`config.mk`:
```
export PLATFORM = sky130hd
export DESIGN_NAME = screen_select_flat
export DESIGN_NICKNAME = d
export VERILOG_FILES = /design/src/rtl/breakout_pkg.sv /design/src/rtl/screen_select_if.sv /design/src/rtl/screen_select_debounce.sv /design/src/rtl/screen_select.sv /design/src/flat_wrapper.sv
export SDC_FILE = /design/constraint.sdc
export NUM_CORES = 1
export LEC_CHECK = 0
export ABC_AREA = 1
export BUFFER_PORTS_ARGS = -buffer_cell sky130_fd_sc_hd__buf_2
export CAP_MARGIN = 20
export CELL_PAD_IN_SITES_DETAIL_PLACEMENT = 0
export CELL_PAD_IN_SITES_GLOBAL_PLACEMENT = 1
export CORE_MARGIN = 1.5
export CORE_UTILIZATION = 38
export DETAILED_ROUTE_END_ITERATION = 12
export PLACE_DENSITY = 0.78
export SKIP_LAST_GASP = 1
export SLEW_MARGIN = 20
export SYNTH_ARGS = -nofsm -noshare
export SYNTH_HDL_FRONTEND = slang
export SYNTH_HIERARCHICAL = 1
export SYNTH_SLANG_ARGS = --single-unit
```
`constraint.sdc`:
```
create_clock -name CLK -period 1.9 [get_ports CLK]
set_input_delay 0.57 -clock CLK [delete_from_list [all_inputs] [get_ports CLK]]
set_output_delay 0.57 -clock CLK [all_outputs]
set_load 0.01 [all_outputs]
```
`src/rtl/breakout_pkg.sv`:
```
// Shared game-state encodings and VGA pixel bundle for the breakout
// screen path.
package breakout_pkg;

    typedef enum logic [1:0] {
        ST_MENU = 2'd0,
        ST_PLAY = 2'd1,
        ST_OVER = 2'd2
    } state_t;

    localparam int SCREEN_W = 640;
    localparam int SCREEN_H = 480;

    typedef struct packed {
        logic       hs;
        logic       vs;
        logic [3:0] r;
        logic [3:0] g;
        logic [3:0] b;
    } vga_t;

    localparam vga_t VGA_IDLE = '{
        hs: 1'b1, vs: 1'b1, r: 4'd0, g: 4'd0, b: 4'd0
    };

endpackage

```
`src/rtl/screen_select_if.sv`:
```
// Screen-source inputs (menu/play/game_over) and board VGA outputs
// of the screen mux.
interface screen_select_if;

    logic       M_HS, M_VS;
    logic [3:0] M_R, M_G, M_B;
    logic       P_HS, P_VS;
    logic [3:0] P_R, P_G, P_B;
    logic       G_HS, G_VS;
    logic [3:0] G_R, G_G, G_B;
    logic       VGA_HS, VGA_VS;
    logic [3:0] VGA_R, VGA_G, VGA_B;

    modport master (
        output M_HS, M_VS, M_R, M_G, M_B,
        output P_HS, P_VS, P_R, P_G, P_B,
        output G_HS, G_VS, G_R, G_G, G_B,
        input  VGA_HS, VGA_VS, VGA_R, VGA_G, VGA_B
    );

    modport slave (
        input  M_HS, M_VS, M_R, M_G, M_B,
        input  P_HS, P_VS, P_R, P_G, P_B,
        input  G_HS, G_VS, G_R, G_G, G_B,
        output VGA_HS, VGA_VS, VGA_R, VGA_G, VGA_B
    );

endinterface

```
`src/rtl/screen_select_debounce.sv`:
```
// Start-button path: 2-flop synchroniser, stability counter and
// single-cycle pulse on an accepted press.
module button_debounce #(
    parameter int DEBOUNCE_CYC = 1_000_000
) (
    input  logic CLK,
    input  logic RST,
    input  logic btn,
    output logic rise
);

    localparam int CW = $clog2(DEBOUNCE_CYC + 1);
    localparam logic [CW-1:0] CNT_LAST = CW'(DEBOUNCE_CYC - 1);

    logic          s1, s2, level;
    logic [CW-1:0] cnt;

    // cnt holds how many consecutive samples have disagreed with level
    always_ff @(posedge CLK or posedge RST) begin
        if (RST) begin
            s1    <= 1'b0;
            s2    <= 1'b0;
            level <= 1'b0;
            cnt   <= '0;
            rise  <= 1'b0;
        end else begin
            s1   <= btn;
            s2   <= s1;
            rise <= 1'b0;
            if (s2 == level) begin
                cnt <= '0;
            end else if (cnt == CNT_LAST) begin
                level <= s2;
                cnt   <= '0;
                rise  <= s2;
            end else begin
                cnt <= cnt + CW'(1);
            end
        end
    end

endmodule

```
`src/rtl/screen_select.sv`:
```
// Game-state FSM and tear-free VGA source mux for breakout.
// Define SCREEN_BLANK_EN to black out RGB for a few frames after a switch.
module screen_select
    import breakout_pkg::*;
#(
    parameter int CLK_HZ       = 100_000_000,
    parameter int DEBOUNCE_CYC = 1_000_000,
    parameter int OVER_SECONDS = 5,
    parameter int BLANK_FRAMES = 2
) (
    input  logic       CLK,
    input  logic       RST,
    input  logic       BTN_START,
    input  logic       I_LOST,
    input  logic       I_WON,
    screen_select_if.slave vga,
    output logic [1:0] O_STATE,
    output logic       O_PLAY_RST
);

    localparam int TW = $clog2(CLK_HZ);
    localparam int SW = $clog2(OVER_SECONDS + 1);
    localparam logic [TW-1:0] TICK_LAST = TW'(CLK_HZ - 1);
    localparam logic [SW-1:0] SEC_LAST  = SW'(OVER_SECONDS - 1);

    state_t        state_q, state_d;
    logic          play_rst_q, play_rst_d;
    logic          start_p, tick, over_done;
    logic          enter_over, chg;
    logic [TW-1:0] tick_cnt;
    logic [SW-1:0] sec_cnt;
    state_t        sel_q, target_q;
    logic          pending_q, swap, fall, vs_prev, blank;
    logic [2:0]    vs_q;
    vga_t          m_src, p_src, g_src, cur, out_q;

    button_debounce #(
        .DEBOUNCE_CYC(DEBOUNCE_CYC)
    ) u_debounce (
        .CLK  (CLK),
        .RST  (RST),
        .btn  (BTN_START),
        .rise (start_p)
    );

    assign tick      = tick_cnt == TICK_LAST;
    assign over_done = tick && sec_cnt == SEC_LAST;

    always_ff @(posedge CLK or posedge RST) begin
        if (RST) begin
            state_q    <= ST_MENU;
            play_rst_q <= 1'b0;
        end else begin
            state_q    <= state_d;
            play_rst_q <= play_rst_d;
        end
    end

    always_comb begin
        state_d = state_q;
        case (state_q)
            ST_MENU: if (start_p) state_d = ST_PLAY;
            ST_PLAY: if (I_LOST || I_WON) state_d = ST_OVER;
            ST_OVER: if (start_p || over_done) state_d = ST_MENU;
            default: state_d = ST_MENU;
        endcase
    end

    always_comb begin
        play_rst_d = state_q == ST_MENU && start_p;
        enter_over = state_d == ST_OVER && state_q != ST_OVER;
        chg        = state_d != state_q;
        O_STATE    = state_q;
        O_PLAY_RST = play_rst_q;
    end

    always_ff @(posedge CLK or posedge RST) begin
        if (RST) begin
            tick_cnt <= '0;
            sec_cnt  <= '0;
        end else if (enter_over) begin
            tick_cnt <= '0;
            sec_cnt  <= '0;
        end else begin
            tick_cnt <= tick ? '0 : tick_cnt + TW'(1);
            if (state_q == ST_OVER && tick)
                sec_cnt <= sec_cnt + SW'(1);
        end
    end

    assign m_src = {vga.M_HS, vga.M_VS, vga.M_R, vga.M_G, vga.M_B};
    assign p_src = {vga.P_HS, vga.P_VS, vga.P_R, vga.P_G, vga.P_B};
    assign g_src = {vga.G_HS, vga.G_VS, vga.G_R, vga.G_G, vga.G_B};

    always_comb begin
        cur     = m_src;
        vs_prev = vs_q[0];
        case (sel_q)
            ST_PLAY: begin
                cur     = p_src;
                vs_prev = vs_q[1];
            end
            ST_OVER: begin
                cur     = g_src;
                vs_prev = vs_q[2];
            end
            default: ;
        endcase
    end

    assign fall = vs_prev & ~cur.vs;
    assign swap = pending_q && fall && !chg;

    // a new state change always wins over a pending swap (last target wins)
    always_ff @(posedge CLK or posedge RST) begin
        if (RST) begin
            sel_q     <= ST_MENU;
            target_q  <= ST_MENU;
            pending_q <= 1'b0;
            vs_q      <= 3'b111;
        end else begin
            vs_q <= {vga.G_VS, vga.P_VS, vga.M_VS};
            if (chg) begin
                pending_q <= 1'b1;
                target_q  <= state_d;
            end else if (swap) begin
                sel_q     <= target_q;
                pending_q <= 1'b0;
            end
        end
    end

`ifdef SCREEN_BLANK_EN
    localparam int BW = $clog2(BLANK_FRAMES + 1);
    logic [BW-1:0] blank_cnt;

    // the switching edge itself counts as the first blank frame
    always_ff @(posedge CLK or posedge RST) begin
        if (RST)
            blank_cnt <= '0;
        else if (swap)
            blank_cnt <= BW'(BLANK_FRAMES - 1);
        else if (blank_cnt != '0 && fall)
            blank_cnt <= blank_cnt - BW'(1);
    end

    assign blank = blank_cnt != '0;
`else
    logic [31:0] unused_blank_frames;
    assign unused_blank_frames = BLANK_FRAMES;
    assign blank = 1'b0;
`endif

    always_ff @(posedge CLK or posedge RST) begin
        if (RST) begin
            out_q <= VGA_IDLE;
        end else begin
            out_q <= cur;
            if (blank) begin
                out_q.r <= '0;
                out_q.g <= '0;
                out_q.b <= '0;
            end
        end
    end

    assign vga.VGA_HS = out_q.hs;
    assign vga.VGA_VS = out_q.vs;
    assign vga.VGA_R  = out_q.r;
    assign vga.VGA_G  = out_q.g;
    assign vga.VGA_B  = out_q.b;

endmodule
```
`src/flat_wrapper.sv`:
```
// flat-port wrapper written by rule: the top's interface ports become plain ports
module screen_select_flat import breakout_pkg::*;
#(
    parameter int CLK_HZ       = 100_000_000,
    parameter int DEBOUNCE_CYC = 1_000_000,
    parameter int OVER_SECONDS = 5,
    parameter int BLANK_FRAMES = 2
)
  (CLK, RST, BTN_START, I_LOST, I_WON, O_STATE, O_PLAY_RST, vga_M_HS, vga_M_VS, vga_M_R, vga_M_G, vga_M_B, vga_P_HS, vga_P_VS, vga_P_R, vga_P_G, vga_P_B, vga_G_HS, vga_G_VS, vga_G_R, vga_G_G, vga_G_B, vga_VGA_HS, vga_VGA_VS, vga_VGA_R, vga_VGA_G, vga_VGA_B);
  screen_select_if vga_i ();
  input  logic CLK;
  input  logic RST;
  input  logic BTN_START;
  input  logic I_LOST;
  input  logic I_WON;
  output logic [1:0] O_STATE;
  output logic O_PLAY_RST;
  input wire logic [$bits(vga_i.M_HS)-1:0] vga_M_HS;
  input wire logic [$bits(vga_i.M_VS)-1:0] vga_M_VS;
  input wire logic [$bits(vga_i.M_R)-1:0] vga_M_R;
  input wire logic [$bits(vga_i.M_G)-1:0] vga_M_G;
  input wire logic [$bits(vga_i.M_B)-1:0] vga_M_B;
  input wire logic [$bits(vga_i.P_HS)-1:0] vga_P_HS;
  input wire logic [$bits(vga_i.P_VS)-1:0] vga_P_VS;
  input wire logic [$bits(vga_i.P_R)-1:0] vga_P_R;
  input wire logic [$bits(vga_i.P_G)-1:0] vga_P_G;
  input wire logic [$bits(vga_i.P_B)-1:0] vga_P_B;
  input wire logic [$bits(vga_i.G_HS)-1:0] vga_G_HS;
  input wire logic [$bits(vga_i.G_VS)-1:0] vga_G_VS;
  input wire logic [$bits(vga_i.G_R)-1:0] vga_G_R;
  input wire logic [$bits(vga_i.G_G)-1:0] vga_G_G;
  input wire logic [$bits(vga_i.G_B)-1:0] vga_G_B;
  output wire logic [$bits(vga_i.VGA_HS)-1:0] vga_VGA_HS;
  output wire logic [$bits(vga_i.VGA_VS)-1:0] vga_VGA_VS;
  output wire logic [$bits(vga_i.VGA_R)-1:0] vga_VGA_R;
  output wire logic [$bits(vga_i.VGA_G)-1:0] vga_VGA_G;
  output wire logic [$bits(vga_i.VGA_B)-1:0] vga_VGA_B;
  assign vga_i.M_HS = vga_M_HS;
  assign vga_i.M_VS = vga_M_VS;
  assign vga_i.M_R = vga_M_R;
  assign vga_i.M_G = vga_M_G;
  assign vga_i.M_B = vga_M_B;
  assign vga_i.P_HS = vga_P_HS;
  assign vga_i.P_VS = vga_P_VS;
  assign vga_i.P_R = vga_P_R;
  assign vga_i.P_G = vga_P_G;
  assign vga_i.P_B = vga_P_B;
  assign vga_i.G_HS = vga_G_HS;
  assign vga_i.G_VS = vga_G_VS;
  assign vga_i.G_R = vga_G_R;
  assign vga_i.G_G = vga_G_G;
  assign vga_i.G_B = vga_G_B;
  assign vga_VGA_HS = vga_i.VGA_HS;
  assign vga_VGA_VS = vga_i.VGA_VS;
  assign vga_VGA_R = vga_i.VGA_R;
  assign vga_VGA_G = vga_i.VGA_G;
  assign vga_VGA_B = vga_i.VGA_B;
  screen_select #(.CLK_HZ(CLK_HZ), .DEBOUNCE_CYC(DEBOUNCE_CYC), .OVER_SECONDS(OVER_SECONDS), .BLANK_FRAMES(BLANK_FRAMES)) u_core (.CLK(CLK), .RST(RST), .BTN_START(BTN_START), .I_LOST(I_LOST), .I_WON(I_WON), .vga(vga_i), .O_STATE(O_STATE), .O_PLAY_RST(O_PLAY_RST));
endmodule
```
==> flow_summary_export.csv, run 1 <==
group,metric,value,unit
finish,diodes,0,
synth,synth_top_family_by_area,"simple AND/OR/NAND/NOR gates",
pwr,power_leakage,2.306,nW
clocking,post_cts_buffers,0,
setup_path,reg2reg_depth,8,
routing,viasPerCell,4.914,
sta,totalNegativeSetupSlack,0,ns
clocking,worstSkewPairLatency,0.36,ns
routing,first_pass_iters,4,
pwr,intPower,2.584,mW
synth,synth_mux_area_frac,0,
routing,drtIter0Drc,171,
pwr,seqPwrFrac,0.531,
setup_path,crit_path_start,"u_core/sel_q[0]$_DFFE_PP0P_",
setup_path,rrSetupSlack,0.20,ns
setup_path,cp_slowest_cell,"dfrtp_1",
status,status,"completed",
setup_path,crit_cells,8,
finish,postLayoutCellArea,0.004905,sq mm
setup_path,cp_top_family,"simple AND/OR/NAND/NOR gates",
clocking,hold_buffers,0,
setup_path,r2r-end,"u_core/sel_q[0]$_DFFE_PP0P_",
global_route,grt_pass1_vias,3743,
placed_design,io_buffers,63,
job,maxCapViolations,0,
routing,ant_nets,0,
synth,yosysTopAreaCellShare,0.4459,
placed_design,dp_cells,718,
die,die_y,107.5,um
placed_design,hpwl,7491,um
synth,netlist_area,0.004153,sq mm
setup_path,startpoint_type,"register",
setup_path,critPathKind,"register to register",
synth,synthXorXnorAreaFrac,0.06086,
sta,finalCritPeriodShare,0.8922,
setup_path,crit_chain,"inv_1, ha_1, a21oi_1, a21oi_1, nor3_1, buf_4, nand4_1, nand2_1",
finish,layout.nets,646,
synth,yosys.area_share.adder,0.01808,
global_route,grt_antenna_before_repair,0,
die,io_pins,64,
synth,yosys.area_share.simple,0.3260,
clocking,path_clk_slew,0.09,ns
synth,synth_compound_area_frac,0.06116,
die,initial_utilization,0.3969,
die,coreArea,0.01046,sq mm
setup_path,cp_slowest_stage_delay,0.40,ns
pwr,power,3.538,mW
setup_path,path_buf_inv,2,
pwr,clkPwrFrac,0.371,
clocking,htreeDepth,3,
finish,syn2layout_area_growth,18.11,%
routing,drt-wirelength-per-cell,13.15,um
finish,drive_gt1_frac,0.2191,
sta,setup_violations,0,
placed_design,gp_congestion,0.9109,
synth,synth_warnings,6,
setup_path,arrival,2.00,ns
placed_design,place_area,0.004698,sq mm
setup_path,endpoint_kind,"register",
routing,wirelength,9654,um
worst_hold_path,hp-class,"input port to async pin",
synth,seq_area_frac_synth,0.4776,
sta,tightest_slew,0.4263,ns
synth,netlist_instances,516,
setup_path,cp_max_fo,5,
synth,syn_nets,569,
setup_path,timing.rr.start,"u_core/sel_q[0]$_DFFE_PP0P_",
global_route,grt_start_max_net_pins,39,
pwr,combinationalPowerShare,0.098,
routing,drc,0,
die,fp-row-count,37,
synth,netlist_top_cells_area,"dfrtp_1 45%, nor2_1 9.3%, nand2_1 8.4%, inv_1 4.5%, a21oi_1 4.1%",
clocking,clock_path_buffers,2,
global_route,grt_use_total,0.1810,
pwr,power_density,721.4,mW/mm^2
setup_path,crit_top_cell,"a21oi_1",
sta,rsz0062_at_grt,"no",
sta,relSlewSlack,0.7152,
routing,vias,3607,
sta,slew_violations,0,
clocking,cts_tree,"built",
clocking,cts_buffers,9,
clocking,root_buffer,"clkbuf_8",
sta,hold_viol_final,0,
synth,avgSynthCellArea,8.048,sq um
pwr,swShare,0.2697,
pwr,power_switching,0.9545,mW
global_route,gr-total-overflow,0,
synth,ys_ff_latch,79,
synth,synth_cell_types,33,
setup_path,crit_required,2.20,ns
finish,fin_cells,734,
clocking,cts.repair.resized,0,
sta,fin_crit,1.695,ns
pwr,irDropWorstVdd,0.3673,mV
setup_path,endpoint,"u_core/sel_q[0]$_DFFE_PP0P_",
clocking,clock_sink_count,79,
global_route,grt_pass1_wl,16660,um
synth,synth_top_area_cell,"dfrtp_1",
die,die-width,107.5,um
sta,timing.fmax,0.5899,GHz
die,die_area,0.01156,sq mm
sta,clock_skew,0.01417,ns
==> final cells by class <==
type                    instances  area (sq um)
multi-input cells             376          1936
repair buffers                 73         402.9
clock buffers                  11         141.4
inverters                      54         206.4
fillers                      1073          5558
flip-flops and latches         79          1983
clock inverters                 5         65.06
well taps                     136         170.2
==> state kept, by name, summed over array words and instances (netlist names), 2 cells and up <==
signal and cells:
u_core/u_debounce/cnt 20, u_core/tick_cnt 27, u_core/vga.VGA_R 4, u_core/vga.VGA_G 4, u_core/sec_cnt 3, u_core/vs_q 3, u_core/sel_q 2, u_core/O_STATE 2
u_core/target_q 2, u_core/vga.VGA_B 4
==> per-stage QoR <==
| stage | setup slack, ns | util | hold WS, ns |
|---|---|---|---|
| after floorplan | 0.2268 | - | 0.3312 |
| after global placement | 0.3137 | 0.4491 | 0.3366 |
| after detailed placement | 0.2166 | 0.4491 | 0.3441 |
| after CTS | 0.1891 | 0.4688 | 0.2140 |
| after global routing | 0.01677 | 0.4688 | 0.2401 |
| final | 0.2048 | 0.4688 | 0.2207 |
==> how the worst min path moves through the flow <==
stage,from,to,slack (ns),cells past startpoint
after floorplan,u_core/u_debounce/s1$_DFF_PP0_,u_core/u_debounce/s2$_DFF_PP0_,0.33,0
after global placement,u_core/u_debounce/s1$_DFF_PP0_,u_core/u_debounce/s2$_DFF_PP0_,0.34,0
after detailed placement,u_core/u_debounce/s1$_DFF_PP0_,u_core/u_debounce/s2$_DFF_PP0_,0.34,0
after CTS,RST,u_core/vga.VGA_B[1]$_DFF_PP0_,0.21,2
after global routing,RST,u_core/vga.VGA_B[0]$_DFF_PP0_,0.24,2
final,RST,u_core/vga.VGA_B[1]$_DFF_PP0_,0.22,2
==> kinds of logic after synthesis <==
kind of cell	after synthesis
and+or+nand+nor	296
DFF	79
buffers and inverters	61
AOI/OAI and AO/OA	46
xor gates and xnor gates	28
adders and majority gates	6
==> power groups by stage <==
stage	sequential, mW	combinational, mW	clock, mW
final	1.88	0.348	1.31
after global routing	1.89	0.398	1.42
after CTS	1.88	0.355	1.36
after detailed placement	1.91	0.352	0
after global placement	1.91	0.347	0
after floorplan	1.90	0.224	0
==> cell usage after synthesis <==
cell type / number
a21o_1: 1
a21oi_1: 34
buf_2: 1
buf_4: 1
clkbuf_1: 5
dfrtp_1: 74
dfstp_2: 5
ha_1: 6
inv_1: 50
inv_2: 4
nand2_1: 93
nand2_2: 9
nand2_4: 1
nand3_1: 33
nand3b_1: 1
nand4_1: 17
nand4_2: 1
nor2_1: 103
nor2_2: 11
nor2_4: 3
nor3_1: 16
nor3_2: 3
nor3b_1: 2
nor3b_2: 2
o211ai_1: 1
o21ai_0: 4
o21ai_1: 4
o31ai_1: 1
o31ai_4: 1
or2_2: 1
xnor2_1: 8
xor2_1: 19
xor2_2: 1
==> metal layers <==
layer | vias to the layer above | track usage | part of all wire
met2 | 61 | 0.3135 | 0.51
li1 | 1801 | - | -
met1 | 1730 | 0.2230 | 0.45
met4 | 0 | 0.06579 | 0.015
met5 | - | 0 | 0
met3 | 15 | 0.03571 | 0.033
==> worst register-to-register path, delay by kind of cell (launching register included) <==
kind / cells / cell delay, ns
AO/OA/AOI/OAI: 2 / 0.23
adder cells (fa/ha/maj): 1 / 0.35
buffers and inverters: 2 / 0.23
flip-flops: 1 / 0.40
AND/OR/NAND/NOR: 3 / 0.43
==> cell usage in the layout (no fill, tap or decap), drive strengths merged <==
| cell type | n |
|---|---|
| dfstp | 5 |
| o21ai | 8 |
| nand2 | 103 |
| nor2 | 117 |
| xor2 | 20 |
| inv | 55 |
| bufinv | 1 |
| ha | 6 |
| a21oi | 34 |
| or2 | 1 |
| nand3 | 33 |
| nand4 | 18 |
| clkinv | 2 |
| clkinvlp | 1 |
| nand3b | 1 |
| o31ai | 2 |
| o211ai | 1 |
| buf | 73 |
| xnor2 | 8 |
| dfrtp | 74 |
| nor3b | 4 |
| clkbuf | 11 |
| a21o | 1 |
| nor3 | 19 |
(Power assumes the default switching activity.)
==> run 2: changes to the inputs <==
--- a/config.mk
+++ b/config.mk
@@ -10,7 +10,7 @@
 export CAP_MARGIN = 20
 export CELL_PAD_IN_SITES_DETAIL_PLACEMENT = 0
 export CELL_PAD_IN_SITES_GLOBAL_PLACEMENT = 1
-export CORE_MARGIN = 1.5
+export CORE_MARGIN = 2
 export CORE_UTILIZATION = 38
 export DETAILED_ROUTE_END_ITERATION = 12
 export PLACE_DENSITY = 0.78
==> flow_summary_export.csv, run 2 (synthesis gave the netlist of run 1 again) <==
group,metric,value,unit
clocking,worstSkewPairLatency,0.35,ns
status,status,"completed",
placed_design,io_buffers,63,
die,die-width,108.5,um
die,coreArea,0.01075,sq mm
finish,syn2layout_area_growth,17.11,%
routing,ant_nets,0,
setup_path,r2r-end,"u_core/sel_q[0]$_DFFE_PP0P_",
setup_path,rrSetupSlack,0.22,ns
setup_path,crit_path_start,"u_core/sel_q[0]$_DFFE_PP0P_",
setup_path,crit_cells,8,
die,io_pins,64,
clocking,cts_tree,"built",
sta,slew_violations,0,
finish,fin_util,0.4526,
routing,viasPerCell,4.773,
global_route,grt_pass1_vias,3414,
pwr,seqPwrFrac,0.569,
setup_path,critPathKind,"register to register",
die,die_y,108.5,um
clocking,post_cts_buffers,0,
placed_design,hpwl,7062,um
global_route,grt_use_total,0.1688,
finish,multi_input_area,0.001941,sq mm
sta,setup_violations,0,
sta,finalCritPeriodShare,0.8828,
pwr,power_switching,0.9158,mW
sta,rsz0062_at_grt,"no",
placed_design,dp_cells,721,
finish,drive_gt1_frac,0.2198,
setup_path,endpoint_kind,"register",
routing,drtIter0Drc,166,
setup_path,arrival,1.92,ns
pwr,clkPwrFrac,0.326,
setup_path,cp_max_fo,5,
finish,final_cell_mix,"103 x nor2_1, 93 x nand2_1, 74 x dfrtp_1",
worst_hold_path,hp-class,"input port to async pin",
pwr,intPower,2.387,mW
sta,hold_viol_final,0,
global_route,gr-total-overflow,0,
clocking,hold_buffers,0,
finish,fill_cells,1088,
routing,vias,3513,
placed_design,place_area,0.004696,sq mm
sta,timing.fmax,0.5962,GHz
finish,diodes,0,
sta,totalNegativeSetupSlack,0,ns
sta,hold_ws,0.1771,ns
pwr,irDropWorstVdd,0.3869,mV
setup_path,path_buf_inv,1,
routing,drt-wirelength-per-cell,12.58,um
setup_path,reg2reg_depth,8,
finish,layout_commonest_cell,"nor2_1",
routing,wirelength,9258,um
finish,largest_reg_flops,27,
pwr,power,3.303,mW
placed_design,dp_slack,0.1153,ns
clocking,path_clk_slew,0.08,ns
setup_path,crit_chain,"inv_1, ha_1, a21oi_1, a21oi_1, nor3_2, nand3_1, nand2_1, nand2_1",
setup_path,crit_required,2.14,ns
setup_path,cp_slowest_cell,"dfrtp_1",
pwr,combinationalPowerShare,0.105,
clocking,clock_sink_count,79,
finish,reg_top3,"u_core/tick_cnt: 27 flops, u_core/u_debounce/cnt: 20 flops",
placed_design,gp_congestion,0.8074,
die,initial_utilization,0.3865,
global_route,grt_start_max_net_pins,46,
setup_path,cp_slowest_stage_delay,0.38,ns
sta,relSlewSlack,0.7267,
setup_path,timing.rr.start,"u_core/sel_q[0]$_DFFE_PP0P_",
pwr,swShare,0.2773,
die,fp-row-count,38,
finish,layout.nets,645,
global_route,grt_pass1_wl,15810,um
finish,fin_cells,736,
finish,regMostFlops,"u_core/tick_cnt",
setup_path,cp_top_family,"simple AND/OR/NAND/NOR gates",
pwr,power_leakage,2.277,nW
finish,ff_latch_area,0.001983,sq mm
finish,postLayoutCellArea,0.004863,sq mm
clocking,htreeDepth,3,
pwr,power_density,679.1,mW/mm^2
routing,first_pass_iters,4,
setup_path,endpoint,"u_core/sel_q[0]$_DFFE_PP0P_",
clocking,cts_buffers,9,
global_route,grt_antenna_before_repair,0,
sta,setup_slack,0.2227,ns
die,die_area,0.01178,sq mm
sta,clock_skew,0.01278,ns
setup_path,startpoint_type,"register",
clocking,root_buffer,"clkbuf_8",
clocking,clock_path_buffers,2,
sta,fin_crit,1.677,ns
job,maxCapViolations,0,
sta,tightest_slew,0.4090,ns
routing,drc,0,
==> run 2: worst min path at each step <==
| stage | startpoint | endpoint | slack [ns] | depth (start not counted) |
|---|---|---|---|---|
| finish | RST | u_core/vga.VGA_B[0]$_DFF_PP0_ | 0.18 | 2 |
| CTS | RST | u_core/vga.VGA_B[0]$_DFF_PP0_ | 0.17 | 2 |
| detailed placement | u_core/u_debounce/s1$_DFF_PP0_ | u_core/u_debounce/s2$_DFF_PP0_ | 0.33 | 0 |
| global placement | u_core/u_debounce/s1$_DFF_PP0_ | u_core/u_debounce/s2$_DFF_PP0_ | 0.33 | 0 |
| floorplan | u_core/u_debounce/s1$_DFF_PP0_ | u_core/u_debounce/s2$_DFF_PP0_ | 0.33 | 0 |
| global route | RST | u_core/vga.VGA_G[3]$_DFF_PP0_ | 0.17 | 2 |
==> run 2: power by group through the flow <==
stage / Combinational (mW) / Clock, mW / Sequential, mW
after global placement: 0.340 / 0 / 1.91
after floorplan: 0.224 / 0 / 1.90
after detailed placement: 0.348 / 0 / 1.91
after global routing: 0.396 / 1.19 / 1.89
final: 0.346 / 1.08 / 1.88
after CTS: 0.350 / 1.13 / 1.88
==> run 2: layout make-up <==
cell class | count | share of cell area
Clock buffer | 9 | 0.02547
Multi-Input combinational cell | 376 | 0.3990
Timing Repair Buffer | 72 | 0.08130
Tap cell | 140 | 0.03602
Clock inverter | 6 | 0.007975
Inverter | 54 | 0.04245
Sequential cell | 79 | 0.4078
==> run 2: worst reg2reg max path, stage by stage, from the launching register on <==
cell	delay [ns]
dfrtp_1	0.38
inv_1	0.05
ha_1	0.34
a21oi_1	0.16
a21oi_1	0.12
nor3_2	0.26
nand3_1	0.14
nand2_1	0.08
nand2_1	0.05
==> run 2: layer usage <==
| layer | vias up | wire [um] | part of all wire | track usage |
|---|---|---|---|---|
| met2 | 50 | 4629 | 0.50 | 0.2786 |
| li1 | 1799 | - | - | - |
| met1 | 1654 | 4260 | 0.46 | 0.2213 |
| met4 | 0 | 109 | 0.012 | 0.05128 |
| met5 | - | 0 | 0 | 0 |
| met3 | 10 | 258 | 0.028 | 0.03737 |
==> run 2: repair_timing <==
item	4_1_cts	5_1_grt
hold endpoints to repair	0	0
gates resized for setup	0	1
setup endpoints to repair	0	2
==> run 3: changes to the inputs <==
--- a/config.mk
+++ b/config.mk
@@ -10,6 +10,7 @@
 export CAP_MARGIN = 20
 export CELL_PAD_IN_SITES_DETAIL_PLACEMENT = 0
 export CELL_PAD_IN_SITES_GLOBAL_PLACEMENT = 1
+export CORE_ASPECT_RATIO = 1.4
 export CORE_MARGIN = 2
 export CORE_UTILIZATION = 38
 export DETAILED_ROUTE_END_ITERATION = 12
==> flow_summary_export.csv, run 3 (synthesis gave the netlist of run 1 again) <==
group,metric,value,unit
routing,drtIter0Drc,154,
setup_path,endpoint_kind,"register",
setup_path,cp_slowest_stage_delay,0.38,ns
placed_design,gp_congestion,0.8595,
setup_path,timing.rr.start,"u_core/tick_cnt[0]$_DFF_PP0_",
routing,ant_nets,0,
setup_path,reg2reg_depth,9,
status,status,"completed",
clocking,cts_buffers,9,
setup_path,crit_chain,"ha_1, nand2_1, nor2_4, nand2_4, nor2_2, nand4_1, nand2_1, nand3_1, o21ai_0",
pwr,irDropWorstVdd,0.5782,mV
clocking,worstSkewPairLatency,0.33,ns
sta,tightest_slew,0.3502,ns
die,die_area,0.01179,sq mm
routing,drc,0,
global_route,grt_start_max_net_pins,56,
sta,finalCritPeriodShare,0.8837,
global_route,grt_use_total,0.1859,
finish,fill_cells,1049,
global_route,grt_antenna_before_repair,0,
worst_hold_path,hp-class,"input port to async pin",
die,die_y,127.7,um
finish,diodes,0,
finish,largest_reg_flops,27,
clocking,root_buffer,"clkbuf_16",
die,initial_utilization,0.3862,
finish,drive_gt1_frac,0.2237,
sta,hold_viol_final,0,
clocking,clock_sink_count,79,
sta,totalNegativeSetupSlack,0,ns
sta,timing.fmax,0.5956,GHz
job,maxCapViolations,0,
clocking,clock_path_buffers,2,
pwr,power,4.041,mW
finish,reg_top3,"u_core/tick_cnt: 27 flops, u_core/u_debounce/cnt: 20 flops",
finish,final_cell_mix,"103 x nor2_1, 93 x nand2_1, 74 x dfrtp_1",
finish,layout.nets,647,
finish,fin_cells,740,
routing,viasPerCell,4.868,
die,die-width,92.35,um
global_route,grt_pass1_vias,3636,
setup_path,crit_path_start,"u_core/tick_cnt[0]$_DFF_PP0_",
routing,vias,3602,
routing,first_pass_iters,4,
pwr,power_leakage,2.365,nW
placed_design,dp_slack,0.1401,ns
sta,relSlewSlack,0.7664,
global_route,gr-total-overflow,0,
clocking,cts_tree,"built",
routing,wirelength,10430,um
clocking,htreeDepth,3,
sta,setup_violations,0,
sta,rsz0062_at_grt,"no",
setup_path,cp_max_fo,6,
setup_path,arrival,1.93,ns
pwr,power_density,802.9,mW/mm^2
setup_path,critPathKind,"register to register",
setup_path,r2r-end,"u_core/sec_cnt[1]$_DFFE_PP0P_",
finish,regMostFlops,"u_core/tick_cnt",
sta,clock_skew,0.009183,ns
die,io_pins,64,
sta,slew_violations,0,
clocking,path_clk_slew,0.07,ns
sta,fin_crit,1.679,ns
placed_design,hpwl,7941,um
global_route,grt_pass1_wl,17260,um
die,fp-row-count,45,
setup_path,crit_top_cell,"nand2_1",
setup_path,startpoint_type,"register",
finish,layout_commonest_cell,"nor2_1",
placed_design,dp_cells,724,
die,coreArea,0.01075,sq mm
setup_path,cp_slowest_cell,"dfrtp_1",
sta,setup_slack,0.2210,ns
setup_path,rrSetupSlack,0.22,ns
setup_path,crit_required,2.15,ns
placed_design,io_buffers,63,
finish,syn2layout_area_growth,21.21,%
routing,drt-wirelength-per-cell,14.10,um
==> run 3: cell count changes in the layout (fill, tap and decap cells not counted), sizes merged <==
cell      delta
clkinvlp     -2
clkinv       -2
clkbuf       +2
bufinv       +1
inv          +2
buf          +2
==> run 3: layout make-up <==
type / instances / area [sq um] / share of cell area
Inverter: 54 / 206.4 / 0.04101
Tap cell: 141 / 176.4 / 0.03505
Multi-Input combinational cell: 376 / 1941 / 0.3855
Clock inverter: 5 / 63.81 / 0.01268
Clock buffer: 11 / 252.7 / 0.05021
Sequential cell: 79 / 1983 / 0.3940
Timing Repair Buffer: 74 / 410.4 / 0.08153
==> run 3: report_power, final <==
| group | internal, mW | switching, mW |
|---|---|---|
| Combinational | 0.144 | 0.205 |
| Clock | 1.10 | 0.707 |
| Sequential | 1.79 | 0.0953 |
==> run 3: critical path: cells and delay by family, from the launching register on <==
kind | cells | cell delay, ns
AO/OA/AOI/OAI | 1 | 0.07
adder cells (fa/ha/maj) | 1 | 0.18
AND/OR/NAND/NOR | 7 | 0.97
flip-flops | 1 | 0.38
==> run 3: how the worst max path moves through the flow <==
stage,end,slack [ns],cells after the start
floorplan,u_core/sel_q[0]$_DFFE_PP0P_,0.23,10
global placement,u_core/sel_q[0]$_DFFE_PP0P_,0.20,8
detailed placement,u_core/sel_q[0]$_DFFE_PP0P_,0.14,9
CTS,u_core/sel_q[0]$_DFFE_PP0P_,0.13,9
global route,u_core/sec_cnt[1]$_DFFE_PP0P_,0.01,9
finish,u_core/sec_cnt[1]$_DFFE_PP0P_,0.22,9
==> run 3: metrics by stage <==
stage,instance area [sq um],hold slack [ns],utilization
after floorplan,4156,0.3312,-
after global placement,4712,0.3348,0.4382
after detailed placement,4712,0.3379,0.4382
after CTS,5029,0.3109,0.4676
after global routing,5034,0.3347,0.4681
final,5034,0.3088,0.4681
==> run 3: metal layers <==
metal	global-route usage	routed length (um)	up-vias
met3	0.03410	227	21
met1	0.2099	4247	1724
li1	-	-	1808
met4	0.07726	295	0
met5	0	0	-
met2	0.3409	5663	49
==> run 3: repair_timing <==
action	CTS	global route
endpoints found under the setup margin	0	2
hold buffers	0	0
buffers inserted	0	0
gates resized for setup	0	1
